$ cat src/rtl/input_process_uart.sv
// Receive-side framing stage for the UART link.
// Collects SYNC/LEN/FLAG/data/CHK frames from the uart core RX stream,
// validates length and XOR checksum, and holds one message of 16-bit
// words for a show-ahead consumer.
module input_process_uart #(
  parameter int         DEPTH        = 64,
  parameter int         AW           = 6,
  parameter int         TIMEOUT_CLKS = 100000,
  parameter logic [7:0] SYNC_BYTE    = 8'hAA
) (
  input  logic        CLK,
  input  logic        RST,
  input  logic [7:0]  RX_DATA,
  input  logic        RX_VALID,
  output logic        RX_READY,
  input  logic        FIFO_RD,
  output logic [15:0] FIFO_Q,
  output logic        GOT_FULL_MESSAGE,
  output logic [7:0]  MSG_LEN,
  output logic        PARITY_OUT,
  output logic        BUSY,
  output logic        FRAME_ERR,
  output logic        OVERRUN
);

  localparam int            TW      = $clog2(TIMEOUT_CLKS + 1);
  localparam logic [TW-1:0] TO_LAST = TW'(TIMEOUT_CLKS - 1);
  localparam logic [8:0]    DEPTH_W = 9'(DEPTH);

  typedef enum logic [2:0] {
    S_IDLE,
    S_LEN,
    S_FLAG,
    S_DATA_HI,
    S_DATA_LO,
    S_CHK,
    S_HOLD
  } state_t;

  state_t state_reg, state_next;

  logic          rx_ready_reg;
  logic [TW-1:0] to_cnt_reg;
  logic [7:0]    len_reg;
  logic [7:0]    xor_reg;
  logic [7:0]    hi_reg;
  logic [7:0]    msg_len_reg;
  logic          flag_reg;
  logic          parity_reg;
  logic          frame_err_reg;
  logic          overrun_reg;
  logic [AW-1:0] wptr_reg;
  logic [AW-1:0] rptr_reg;
  logic [15:0]   q_reg;
  logic [15:0]   mem [DEPTH];

  logic accept;
  logic busy;
  logic len_bad;
  logic last_word;
  logic last_read;
  logic timeout_hit;
  logic mem_we;
  logic frame_drop;
  logic hold_enter;
  logic pop;
  logic pop_last;

  assign accept      = RX_VALID & rx_ready_reg;
  assign busy        = (state_reg != S_IDLE) && (state_reg != S_HOLD);
  assign len_bad     = (RX_DATA == 8'd0) || ({1'b0, RX_DATA} > DEPTH_W);
  assign last_word   = ((9'(wptr_reg) + 9'd1) == {1'b0, len_reg});
  assign last_read   = ((9'(rptr_reg) + 9'd1) == {1'b0, len_reg});
  assign timeout_hit = busy && !accept && (to_cnt_reg == TO_LAST);

  // State register
  always_ff @(posedge CLK or negedge RST) begin
    if (!RST) begin
      state_reg <= S_IDLE;
    end else begin
      state_reg <= state_next;
    end
  end

  // Next-state decode, one step per accepted byte; also derives datapath strobes
  always_comb begin
    state_next = state_reg;
    mem_we     = 1'b0;
    frame_drop = 1'b0;
    hold_enter = 1'b0;
    pop        = 1'b0;
    pop_last   = 1'b0;
    case (state_reg)
      S_IDLE: begin
        if (accept && (RX_DATA == SYNC_BYTE)) state_next = S_LEN;
      end
      S_LEN: begin
        if (accept) begin
          if (len_bad) begin
            frame_drop = 1'b1;
            state_next = S_IDLE;
          end else begin
            state_next = S_FLAG;
          end
        end
      end
      S_FLAG: begin
        if (accept) state_next = S_DATA_HI;
      end
      S_DATA_HI: begin
        if (accept) state_next = S_DATA_LO;
      end
      S_DATA_LO: begin
        if (accept) begin
          mem_we     = 1'b1;
          state_next = last_word ? S_CHK : S_DATA_HI;
        end
      end
      S_CHK: begin
        if (accept) begin
          if (RX_DATA == xor_reg) begin
            hold_enter = 1'b1;
            state_next = S_HOLD;
          end else begin
            frame_drop = 1'b1;
            state_next = S_IDLE;
          end
        end
      end
      S_HOLD: begin
        if (FIFO_RD) begin
          pop = 1'b1;
          if (last_read) begin
            pop_last   = 1'b1;
            state_next = S_IDLE;
          end
        end
      end
      default: state_next = S_IDLE;
    endcase
    // An idle gap inside a frame abandons it; a byte arriving on the
    // limit cycle still counts as in time.
    if (timeout_hit) begin
      frame_drop = 1'b1;
      state_next = S_IDLE;
    end
  end

  // Message buffer write port (no reset so it maps onto block RAM)
  always_ff @(posedge CLK) begin
    if (mem_we) mem[wptr_reg] <= {hi_reg, RX_DATA};
  end

  // Datapath: ready, timeout counter, checksum, pointers, outputs and pulses
  always_ff @(posedge CLK or negedge RST) begin
    if (!RST) begin
      rx_ready_reg  <= 1'b0;
      to_cnt_reg    <= '0;
      len_reg       <= '0;
      xor_reg       <= '0;
      hi_reg        <= '0;
      msg_len_reg   <= '0;
      flag_reg      <= 1'b0;
      parity_reg    <= 1'b0;
      frame_err_reg <= 1'b0;
      overrun_reg   <= 1'b0;
      wptr_reg      <= '0;
      rptr_reg      <= '0;
      q_reg         <= '0;
    end else begin
      rx_ready_reg  <= 1'b1;
      frame_err_reg <= frame_drop;
      overrun_reg   <= (state_reg == S_HOLD) && accept;

      if (!busy || accept || timeout_hit) to_cnt_reg <= '0;
      else                                to_cnt_reg <= to_cnt_reg + TW'(1);

      if (accept) begin
        case (state_reg)
          S_LEN: begin
            xor_reg <= RX_DATA;
            if (!len_bad) len_reg <= RX_DATA;
          end
          S_FLAG: begin
            xor_reg  <= xor_reg ^ RX_DATA;
            flag_reg <= RX_DATA[0];
          end
          S_DATA_HI: begin
            xor_reg <= xor_reg ^ RX_DATA;
            hi_reg  <= RX_DATA;
          end
          S_DATA_LO: xor_reg <= xor_reg ^ RX_DATA;
          default: ;
        endcase
      end

      if (frame_drop || (state_reg == S_IDLE)) wptr_reg <= '0;
      else if (mem_we)                         wptr_reg <= wptr_reg + AW'(1);

      if (pop_last || (state_reg != S_HOLD)) rptr_reg <= '0;
      else if (pop)                          rptr_reg <= rptr_reg + AW'(1);

      // Registered show-ahead read: head on entry, next word after each pop
      if (hold_enter) begin
        q_reg       <= mem[0];
        msg_len_reg <= len_reg;
        parity_reg  <= flag_reg;
      end else if (pop && !pop_last) begin
        q_reg <= mem[rptr_reg + AW'(1)];
      end
    end
  end

  assign RX_READY         = rx_ready_reg;
  assign FIFO_Q           = q_reg;
  assign GOT_FULL_MESSAGE = (state_reg == S_HOLD);
  assign MSG_LEN          = msg_len_reg;
  assign PARITY_OUT       = parity_reg;
  assign BUSY             = busy;
  assign FRAME_ERR        = frame_err_reg;
  assign OVERRUN          = overrun_reg;

endmodule

$ cat config.mk
export PLATFORM = sky130hd
export DESIGN_NAME = input_process_uart
export DESIGN_NICKNAME = d
export VERILOG_FILES = /design/src/rtl/input_process_uart.sv
export SDC_FILE = /design/constraint.sdc
export NUM_CORES = 1
export LEC_CHECK = 0
export BUFFER_PORTS_ARGS = -buffer_cell sky130_fd_sc_hd__buf_4
export CAP_MARGIN = 20
export CELL_PAD_IN_SITES_DETAIL_PLACEMENT = 0
export CELL_PAD_IN_SITES_GLOBAL_PLACEMENT = 1
export CORE_ASPECT_RATIO = 1.75
export CORE_MARGIN = 3
export CORE_UTILIZATION = 53
export CTS_CLUSTER_DIAMETER = 30
export DETAILED_ROUTE_END_ITERATION = 10
export PLACE_DENSITY_LB_ADDON = 0.25
export SLEW_MARGIN = 5
export SYNTH_ARGS = -nofsm -noshare
export SYNTH_HDL_FRONTEND = slang
export SYNTH_SLANG_ARGS = --single-unit
$ cat constraint.sdc
create_clock -name CLK -period 3.1 [get_ports CLK]
set_input_delay 0.155 -clock CLK [delete_from_list [all_inputs] [get_ports CLK]]
set_output_delay 0.155 -clock CLK [all_outputs]
set_load 0.02 [all_outputs]
==> flow_metrics.tcl <==
set metrics [dict create \
    cts_buffer_depth 3 \
    synth_area_leader_cell "edfxtp_1" \
    wl_um 139800 \
    start_util_pct 53.70 \
    clkSinkCount 1109 \
    largest_reg_flops 1024 \
    crit_family "compound AO/OA/AOI/OAI gates" \
    finalNonFillerCells 4969 \
    wire_per_inst_um 28.12 \
    rows 142 \
    fin_crit_sh_pct 98.87 \
    ios 42 \
    setup_viol 0 \
    ys_seq_elements 1109 \
    synthArstFlopShare_pct 7.665 \
    drt_first_pass_iters 6 \
    seq_area_frac_synth_pct 71.20 \
    crit_slowest_cell "a41oi_1" \
    cts_tree "yes" \
    grt_pass1_vias 30530 \
    drive_above_1_share_pct 17.26 \
    synth_edf_count 1024 \
    final_antenna_net_count 0 \
    worstPathRequired_ns 3.72 \
    hold_violations 0 \
    powerDensity_mw_per_mm2 709.3 \
    crit_chain "ha_4 -> xnor2_4 -> buf_12 -> buf_4 -> mux2_2 -> a41oi_1 -> a21oi_1 -> a31oi_1 -> nor3_1" \
    portBuffers 41 \
    r2r-end "FIFO_Q[3]" \
    synth_top_area_share_pct 66.59 \
    clk_latency_ns 0.76 \
    fin_area_mm2 0.05455 \
    detailed_place.area_mm2 0.04949 \
    peakVddDrop_mv 0.4869 \
    ys_types 69 \
    synth_top_family_by_area "simple AND/OR/NAND/NOR gates" \
    maxCapViolCount 0 \
    syn_area_mm2 0.04618 \
    die_w_um 229.1 \
    dpl.hpwl_um 89890 \
    fillers 6421 \
    clock-root-buffer "clkbuf_16" \
    fin_skew_ns 0.03064 \
    fin_crit_ns 3.065 \
    end_kind "register" \
    antenna_found_initial 6 \
    slowest_delay_ns 0.65 \
    antenna_cells 0 \
    slew_headroom_pct 40.11 \
    area_delta_synth_final_pct 18.13 \
    viasPerCell 6.210 \
    cts_max_level 4 \
    clk_pin_slew_ns 0.06 \
    worst_pin_slew_ns 0.8983 \
    synth.area.top_cells "edfxtp_1 (67%), nand2_1 (6.3%), dfrtp_1 (4.6%), nand3_1 (4.2%), mux2i_1 (2.3%)" \
    final_nets 3720 \
    muxShareOfSynthArea_pct 3.986 \
    synthXorXnorAreaFrac_pct 0.9077 \
    fmax_mhz 326.3 \
    synth_cells 3494 \
    core_mm2 0.08599 \
    crit_arrival_ns 3.68 \
    ys.flop_type "edfxtp_1" \
    power.leakage_nw 19.21 \
    grt_pass1_wl_um 202800 \
    dp.cells 4700 \
    vias 30860 \
    rr_startpoint "rptr_reg[0]" \
    yosys.area_share.simple_pct 16.97 \
    cp.depth 9 \
    slew_viol_final 0 \
    drcViolationCount 0 \
    place_congestion 0.9342 \
    gr-usage-all-layers_pct 30.66 \
    startpoint "rptr_reg[0]" \
    die-area_mm2 0.09085 \
    cts_buffers 135 \
    crit_path_max_fanout 16 \
    overflow 0 \
    grt_max_degree 123 \
    drt_iter0_markers 3383 \
    min_path_type "in2async" \
    crit_path_start_kind "register" \
    path_buf_inv 2 \
    die_h_um 396.5 \
    syn_avg_cell_area_um2 13.22 \
    rr_worst_depth 9 \
    synthesis.nets 3509 \
    crit_end "FIFO_Q[3]" \
    synth_warnings 0 \
    synth_compound_area_share_pct 4.576 \
    r2r_setup_slack_ns 0.04 \
    outcome "complete, no violations" \
    synthAdderAreaFrac_pct 0.08129 \
    criticalPathCategory "reg2reg" \
    rsz0062_at_grt "no" \
]
[where the power goes]
group          switching [mW]  internal [mW]  total (mW)
Clock                    6.46           9.80        16.3
Combinational            2.57           1.28        3.85
Sequential              0.967           17.6        18.6
Total                    10.0           28.7        38.7
[per-stage QoR]
stage	power [mW]	hold slack [ns]	setup slack, ns	setup TNS, ns	util (%)
after detailed placement	22.67	0.2693	-0.009054	-0.009054	57.55
after global routing	39.77	0.03859	0.01803	0	63.43
final	38.69	0.04326	0.03518	0	63.43
after global placement	22.52	0.2704	0.08695	0	57.55
after CTS	38.84	0.01577	0.02528	0	63.17
after floorplan	20.33	-0.1406	0.2945	0	-
[worst reg2reg max path: stages, from the launching register on]
cell and delay [ns]:
dfrtp_4 0.51, ha_4 0.23, xnor2_4 0.26, buf_12 0.24, buf_4 0.27, mux2_2 0.35
a41oi_1 0.65, a21oi_1 0.12, a31oi_1 0.21, nor3_1 0.09
[per-layer routing]
metal / track usage (%) / part of all wire, %
met1: 35.20 / 34
met2: 53.39 / 51
met5: 0 / 0
met4: 19.94 / 7.3
met3: 4.769 / 7.1
[timing repair]
item,CTS,global route
setup buffers,0,9
resized for setup,2,10
endpoints found under the hold margin,140,0
setup endpoints to repair,2,9
hold buffers,8,0
cloned,1,2
pin swaps,2,3
[layout by cell type, fill, tap and decap left out, types with 7 or more instances in the layout]
cell type and count:
edfxtp_1 1024, nand2_1 769, nand3_1 389, buf_4 262, clkbuf_16 144, nor3b_1 129, mux2i_1 104, nor2_1 93
nor3_1 86, dfrtp_1 75, a41oi_1 73, nand3b_1 69, mux2_2 55, buf_12 42, a21oi_1 37, nand2b_1 31
a41o_1 30, o22ai_1 27, xor2_1 23, o21ai_0 23, a31oi_1 22, nand4_1 20, clkinv_2 20, clkinvlp_4 18
xnor2_1 16, o41a_1 15, bufinv_16 15, inv_6 15, clkinv_4 13, and3_1 12, or2_2 10, a221o_1 9
dfrtp_2 9, mux4_2 8, dlygate4sd3_1 8, clkinv_1 7, clkbuf_1 7
[how the worst min path moves through the flow]
| stage | end | slack, ns | depth (start not counted) |
|---|---|---|---|
| after detailed placement | MSG_LEN[6] | 0.27 | 1 |
| final | rptr_reg[3] | 0.04 | 2 |
| after floorplan | FIFO_Q[0] | -0.14 | 0 |
| after global placement | MSG_LEN[6] | 0.27 | 1 |
| after CTS | rptr_reg[3] | 0.02 | 2 |
| after global routing | mem[36][7] | 0.04 | 2 |
[area by class of cell]
type / instances / area (µm²) / area share [%]
clock buffer: 151 / 3607 / 6.613
clock inverter: 98 / 1099 / 2.014
inverter: 4 / 15.01 / 0.02752
multi-input combinational: 2134 / 12390 / 22.72
sequential: 1109 / 32890 / 60.30
tap: 1152 / 1441 / 2.642
timing repair buffer: 321 / 3103 / 5.688
[cells in the mapped netlist, drive strengths merged (27+ instances only)]
master     n
o22ai     27
buf      104
a41oi     76
a41o      30
mux2i    104
nand2b    31
nor3      88
a21oi     38
nand3    389
dfrtp     85
nand2    769
mux2      55
edfxtp  1024
nor3b    129
nor2     100
clkbuf   143
nand3b    69
[kinds of logic (layout without fill, tap and decap cells)]
family | count (synthesis) | after routing
AO/OA/AOI/OAI | 271 | 271
adder cells (fa/ha/maj) | 3 | 3
other | 1 | 1
XOR/XNOR | 43 | 43
flip-flops | 1109 | 1109
buffers and inverters | 251 | 574
multiplexers | 167 | 167
AND/OR/NAND/NOR | 1649 | 1649
No activity file was read; power rests on OpenSTA's default activity.
